File: config.mk
export PLATFORM = sky130hd
export DESIGN_NAME = l2_request_arbiter
export DESIGN_NICKNAME = d
export VERILOG_FILES = /design/src/rtl/l2_request_arbiter.sv
export SDC_FILE = /design/constraint.sdc
export NUM_CORES = 1
export LEC_CHECK = 0
export BUFFER_PORTS_ARGS = -buffer_cell sky130_fd_sc_hd__buf_2
export CORE_AREA = 2 2 716 718
export CTS_CLUSTER_DIAMETER = 150
export DETAILED_ROUTE_END_ITERATION = 12
export DIE_AREA = 0 0 718 720
export SYNTH_ARGS = -nofsm -noshare
export SYNTH_HDL_FRONTEND = slang
export SYNTH_SLANG_ARGS = --single-unit
File: constraint.sdc
create_clock -name clk -period 60.8 [get_ports clk]
set_input_delay 18.24 -clock clk [delete_from_list [all_inputs] [get_ports clk]]
set_output_delay 18.24 -clock clk [all_outputs]
set_load 0.01 [all_outputs]
File: src/rtl/l2_request_arbiter.sv
// L2 pipeline head: picks one request per cycle from N core ports (round-robin)
// or the memory restart port (priority, burst-limited) and registers it for the tag stage.
module l2_request_arbiter #(
    parameter int NUM_REQUESTERS    = 4,
    parameter int PACKET_WIDTH      = 128,
    parameter int DATA_WIDTH        = 512,
    parameter int RESTART_BURST_MAX = 4
) (
    input  logic                                    clk,
    input  logic                                    reset,
    input  logic [NUM_REQUESTERS-1:0]               req_valid,
    input  logic [NUM_REQUESTERS*PACKET_WIDTH-1:0]  req_packet,
    output logic [NUM_REQUESTERS-1:0]               req_ready,
    input  logic                                    restart_valid,
    input  logic [PACKET_WIDTH-1:0]                 restart_packet,
    input  logic [DATA_WIDTH-1:0]                   restart_data,
    input  logic                                    restart_is_flush,
    output logic                                    restart_ready,
    input  logic                                    stall,
    output logic                                    arb_valid,
    output logic [PACKET_WIDTH-1:0]                 arb_packet,
    output logic [DATA_WIDTH-1:0]                   arb_data,
    output logic                                    arb_is_fill,
    output logic                                    arb_is_restarted_flush,
    output logic [((NUM_REQUESTERS > 1) ? $clog2(NUM_REQUESTERS) : 1)-1:0] arb_source,
    output logic                                    perf_core_grant,
    output logic                                    perf_restart_grant
);

    localparam int SRC_W = (NUM_REQUESTERS > 1) ? $clog2(NUM_REQUESTERS) : 1;
    localparam int CNT_W = $clog2(RESTART_BURST_MAX + 1);
    localparam logic [CNT_W-1:0] BURST_MAX = CNT_W'(RESTART_BURST_MAX);
    localparam logic [SRC_W-1:0] LAST_IDX  = SRC_W'(NUM_REQUESTERS - 1);

    logic [SRC_W-1:0]        r_rr_ptr;
    logic [CNT_W-1:0]        r_burst_cnt;

    logic                    r_vld_p1;
    logic [PACKET_WIDTH-1:0] r_packet_p1;
    logic [DATA_WIDTH-1:0]   r_data_p1;
    logic                    r_is_fill_p1;
    logic                    r_is_flush_p1;
    logic [SRC_W-1:0]        r_source_p1;
    logic                    r_perf_core_p1;
    logic                    r_perf_restart_p1;

    logic                    w_core_pending;
    logic                    w_force_core;
    logic                    w_grant_restart;
    logic                    w_grant_core;
    logic                    w_core_found;
    logic [SRC_W-1:0]        w_core_idx;
    logic [SRC_W-1:0]        w_ptr_next;
    logic [PACKET_WIDTH-1:0] w_core_packet;

    function automatic logic [SRC_W-1:0] wrap_idx(input logic [SRC_W-1:0] base, input int off);
        int sum;
        sum = int'(base) + off;
        if (sum >= NUM_REQUESTERS) sum = sum - NUM_REQUESTERS;
        return sum[SRC_W-1:0];
    endfunction

    function automatic logic [CNT_W-1:0] sat_inc(input logic [CNT_W-1:0] cnt);
        return (cnt == BURST_MAX) ? cnt : cnt + 1'b1;
    endfunction

    assign w_core_pending  = |req_valid;
    assign w_force_core    = (r_burst_cnt == BURST_MAX) && w_core_pending;
    assign w_grant_restart = restart_valid && !w_force_core;
    assign w_grant_core    = !w_grant_restart && w_core_found;

    // Scan starts at rr_ptr and wraps modulo N, so any N works, not just powers of two.
    always_comb begin
        w_core_found = 1'b0;
        w_core_idx   = '0;
        for (int k = 0; k < NUM_REQUESTERS; k++) begin
            if (!w_core_found && req_valid[wrap_idx(r_rr_ptr, k)]) begin
                w_core_found = 1'b1;
                w_core_idx   = wrap_idx(r_rr_ptr, k);
            end
        end
    end

    assign w_ptr_next    = (w_core_idx == LAST_IDX) ? '0 : w_core_idx + 1'b1;
    assign w_core_packet = req_packet[int'(w_core_idx)*PACKET_WIDTH +: PACKET_WIDTH];

    always_comb begin
        req_ready = '0;
        if (!reset && !stall && w_grant_core) req_ready[w_core_idx] = 1'b1;
    end

    assign restart_ready = !reset && !stall && w_grant_restart;

    always_ff @(posedge clk or posedge reset) begin
        if (reset) begin
            r_rr_ptr    <= '0;
            r_burst_cnt <= '0;
        end else if (!stall) begin
            if (w_grant_restart) begin
                r_burst_cnt <= sat_inc(r_burst_cnt);
            end else if (w_grant_core) begin
                r_burst_cnt <= '0;
                r_rr_ptr    <= w_ptr_next;
            end else if (!restart_valid) begin
                r_burst_cnt <= '0;
            end
        end
    end

    // Stage p0 -> p1: register the granted request; stall freezes the whole stage.
    always_ff @(posedge clk or posedge reset) begin
        if (reset) begin
            r_vld_p1          <= 1'b0;
            r_packet_p1       <= '0;
            r_data_p1         <= '0;
            r_is_fill_p1      <= 1'b0;
            r_is_flush_p1     <= 1'b0;
            r_source_p1       <= '0;
            r_perf_core_p1    <= 1'b0;
            r_perf_restart_p1 <= 1'b0;
        end else if (!stall) begin
            r_vld_p1          <= w_grant_restart || w_grant_core;
            r_perf_core_p1    <= w_grant_core;
            r_perf_restart_p1 <= w_grant_restart;
            r_is_fill_p1      <= w_grant_restart;
            r_is_flush_p1     <= w_grant_restart && restart_is_flush;
            if (w_grant_restart) begin
                r_packet_p1 <= restart_packet;
                r_data_p1   <= restart_data;
                r_source_p1 <= '0;
            end else if (w_grant_core) begin
                r_packet_p1 <= w_core_packet;
                r_data_p1   <= '0;
                r_source_p1 <= w_core_idx;
            end else begin
                r_packet_p1 <= '0;
                r_data_p1   <= '0;
                r_source_p1 <= '0;
            end
        end
    end

    assign arb_valid              = r_vld_p1;
    assign arb_packet             = r_packet_p1;
    assign arb_data               = r_data_p1;
    assign arb_is_fill            = r_is_fill_p1;
    assign arb_is_restarted_flush = r_is_flush_p1;
    assign arb_source             = r_source_p1;
    assign perf_core_grant        = r_perf_core_p1;
    assign perf_restart_grant     = r_perf_restart_p1;

endmodule

==> flow_summary.ini <==
[grt]
antenna_found_initial = 563
grt_pass1_vias = 28700
grt_pass1_wl_um = 504000
grt_max_degree = 151
grt-ovfl-total = 0
grtUsageTotal_pct = 16.2

[placed_design]
dpl.hpwl_um = 393000
globalplace.congestion = 0.945
portBuffers = 1812

[drt]
routed_wl_um = 437000
drt_iter0_markers = 2676
num_vias = 30700
drc_errors = 0
dr.pass1.iters = 5
vias_per_cell = 2.83
post_drt_wl_per_cell_um = 40.2
ant_nets = 0

[yosys]
ys_top_cells_by_area = dfrtp_1 59%, a22o_1 16%, mux2i_1 9.3%
synthCells = 2085
ys_top_cells_by_count = 651 x dfrtp_1, 514 x a22o_1, 257 x mux2i_1, 130 x nor2b_1
avgSynthCellArea_um2 = 13.3
ys_seq_area_share_pct = 58.6
yosysWarnings = 0
syn-num-nets = 3252
yosys.area.top_type = dfrtp_1
synth_top_area_share_pct = 58.6
async_flop_share_pct = 100
post_synth_num_cell_types = 31
ys_ff_latch = 651
syn_area_mm2 = 0.0278
yosysMostFrequentCell = dfrtp_1
synth-edff-count = 0
synthFlopType = dfrtp_1

[cts]
root_buffer = clkbuf_16
cts_sinks = 651
ctsHoldBuffers = 0
htreeDepth = 3
cts_setup_buffers = 0
cts-resized-gates = 0
cts_tree = built
clock_latency_ns = 0.91
clkSlewWorstSetupHoldPaths_ns = 0.06
clk_path_buf_depth = 4
cts_buffers = 98

[sta]
worst-slew-pin-transition_ns = 1.19
finClkSkew_ns = 0.115
relSlewSlack_pct = 18.4
setup_viol = 0
period_minus_slack_ns = 38.42
fin_tns_setup_ns = 0
finalCritPeriodShare_pct = 63.2
clock.fmax_ghz = 0.0260
rsz0062_at_grt = no
slew_violations = 0
hold_viol = 0

[critical_path]
r2r-end = arb_packet[81]
regToRegSetupSlack_ns = 55.67
ff2ff_path_depth = 10
timing.rr.start = r_rr_ptr[1]
required_ns = 42.56
cp_max_fo = 6
worst_setup_path_end_kind = output pin
crit_arrival_ns = 20.18
setup.worst_path.class = in2out
worstSetupStartpointType = input pin

[hold_path]
hold-path-cell-count = 1
whs_endpoint = arb_source[0]
hold_start = arb_source[0]
min_path_type = reg2reg

[final_layout]
drive_above_1_share_pct = 52.5
fillCellCount = 58900
utilization_pct = 9.53
synthToLayoutAreaGrowth_pct = 74.3
nNetsFinal = 5002

[run_status]
status = finished clean

[floorplan]
rows = 262
dieArea_mm2 = 0.517
fp.dieW_um = 718
die_y_um = 720
core-area_mm2 = 0.508
initial_utilization_pct = 5.47
ios = 1813

[run]
cap_violations = 0

[power]
powerDensity_mw_per_mm2 = 32.3
p_leak_nw = 22.4
ir_worst_vdd_mv = 0.0242
==> where the power goes <==
part           leakage, nW  internal, mW  switching, mW
Sequential            8.39         0.485         0.0418
Combinational         12.4         0.147          0.294
Clock                 1.55         0.336          0.259
==> stage by stage <==
stage               power (mW)  hold WS [ns]  instance area, µm²  std cells  setup slack (ns)
floorplan                0.695         0.473               27800       2085             23.09
global placement         0.991         0.464               44800      10500             22.30
detailed placement       0.991         0.468               44800      10500             22.34
CTS                       1.60         0.481               47900      10600             22.32
global route              1.63         0.492               48100      10700             22.28
finish                    1.56         0.482               48400      10900             22.38
==> how the worst max path moves through the flow <==
stage | start | to | slack [ns] | depth (start not counted)
after floorplan | req_valid[0] | req_ready[0] | 23.09 | 6
after global placement | req_valid[3] | req_ready[1] | 22.30 | 8
after detailed placement | req_valid[1] | restart_ready | 22.34 | 6
after CTS | req_valid[1] | restart_ready | 22.32 | 6
after global routing | req_valid[1] | restart_ready | 22.28 | 6
final | req_valid[3] | req_ready[1] | 22.38 | 8
==> layout by cell type, fill, tap and decap left out, types with 2 or more instances in the layout <==
cell | Yosys | layout
clkbuf_1 | 98 | 18
o21ai_0 | 4 | 4
clkinvlp_4 | 0 | 5
bufinv_16 | 0 | 5
a22o_1 | 514 | 514
a21o_1 | 4 | 4
diode_2 | 0 | 210
mux2i_1 | 257 | 235
inv_1 | 6 | 5
inv_6 | 0 | 4
clkbuf_16 | 0 | 98
nand3b_1 | 2 | 2
buf_2 | 60 | 1811
clkbuf_8 | 0 | 16
nand2_4 | 0 | 2
o221ai_1 | 128 | 128
dfrtp_1 | 651 | 651
mux2i_2 | 0 | 22
inv_8 | 0 | 3
nand2_1 | 12 | 10
a21oi_1 | 3 | 3
buf_4 | 44 | 48
ha_1 | 6 | 6
clkinv_4 | 0 | 4
nor2_1 | 6 | 6
clkinv_2 | 0 | 22
nand2b_1 | 3 | 3
and2_1 | 5 | 5
nor2b_1 | 130 | 129
buf_12 | 0 | 6
a22oi_1 | 128 | 128
==> sequential cells by signal (all words and copies together) (netlist names), 2 cells and up <==
signal / cells
arb_packet: 128
arb_source: 2
r_rr_ptr: 2
arb_data: 512
r_burst_cnt: 3
==> layer usage <==
metal	global-route usage [%]	share of wire, %
met5	0	0.43
met4	4.37	3.8
met3	11.4	16
met2	25.5	44
met1	17.5	36
==> kinds of logic after synthesis <==
| group | synth area share (%) |
|---|---|
| simple gates | 3.57 |
| flops | 58.6 |
| mux | 9.30 |
| compound gates | 24.1 |
| fa+ha+maj | 0.270 |
| buf+inv | 4.17 |
==> critical path, stage by stage <==
cell,delay (ns)
buf_2,0.22
nand2b_1,0.17
nand2_1,0.08
a221oi_2,0.54
inv_1,0.23
ha_1,0.25
and2_1,0.23
buf_2,0.18
==> final cells by class <==
cell class	instances	area, µm²	area share (%)
diodes	210	526	1.08
clock buffers	132	2740	5.66
clock inverters	42	409	0.845
inverters	7	41.3	0.0852
multi-input cells	1211	10500	21.6
flip-flops and latches	651	16300	33.6
well taps	6732	8420	17.4
repair buffers	1866	9560	19.7
No activity file was read; power rests on OpenSTA's default activity.
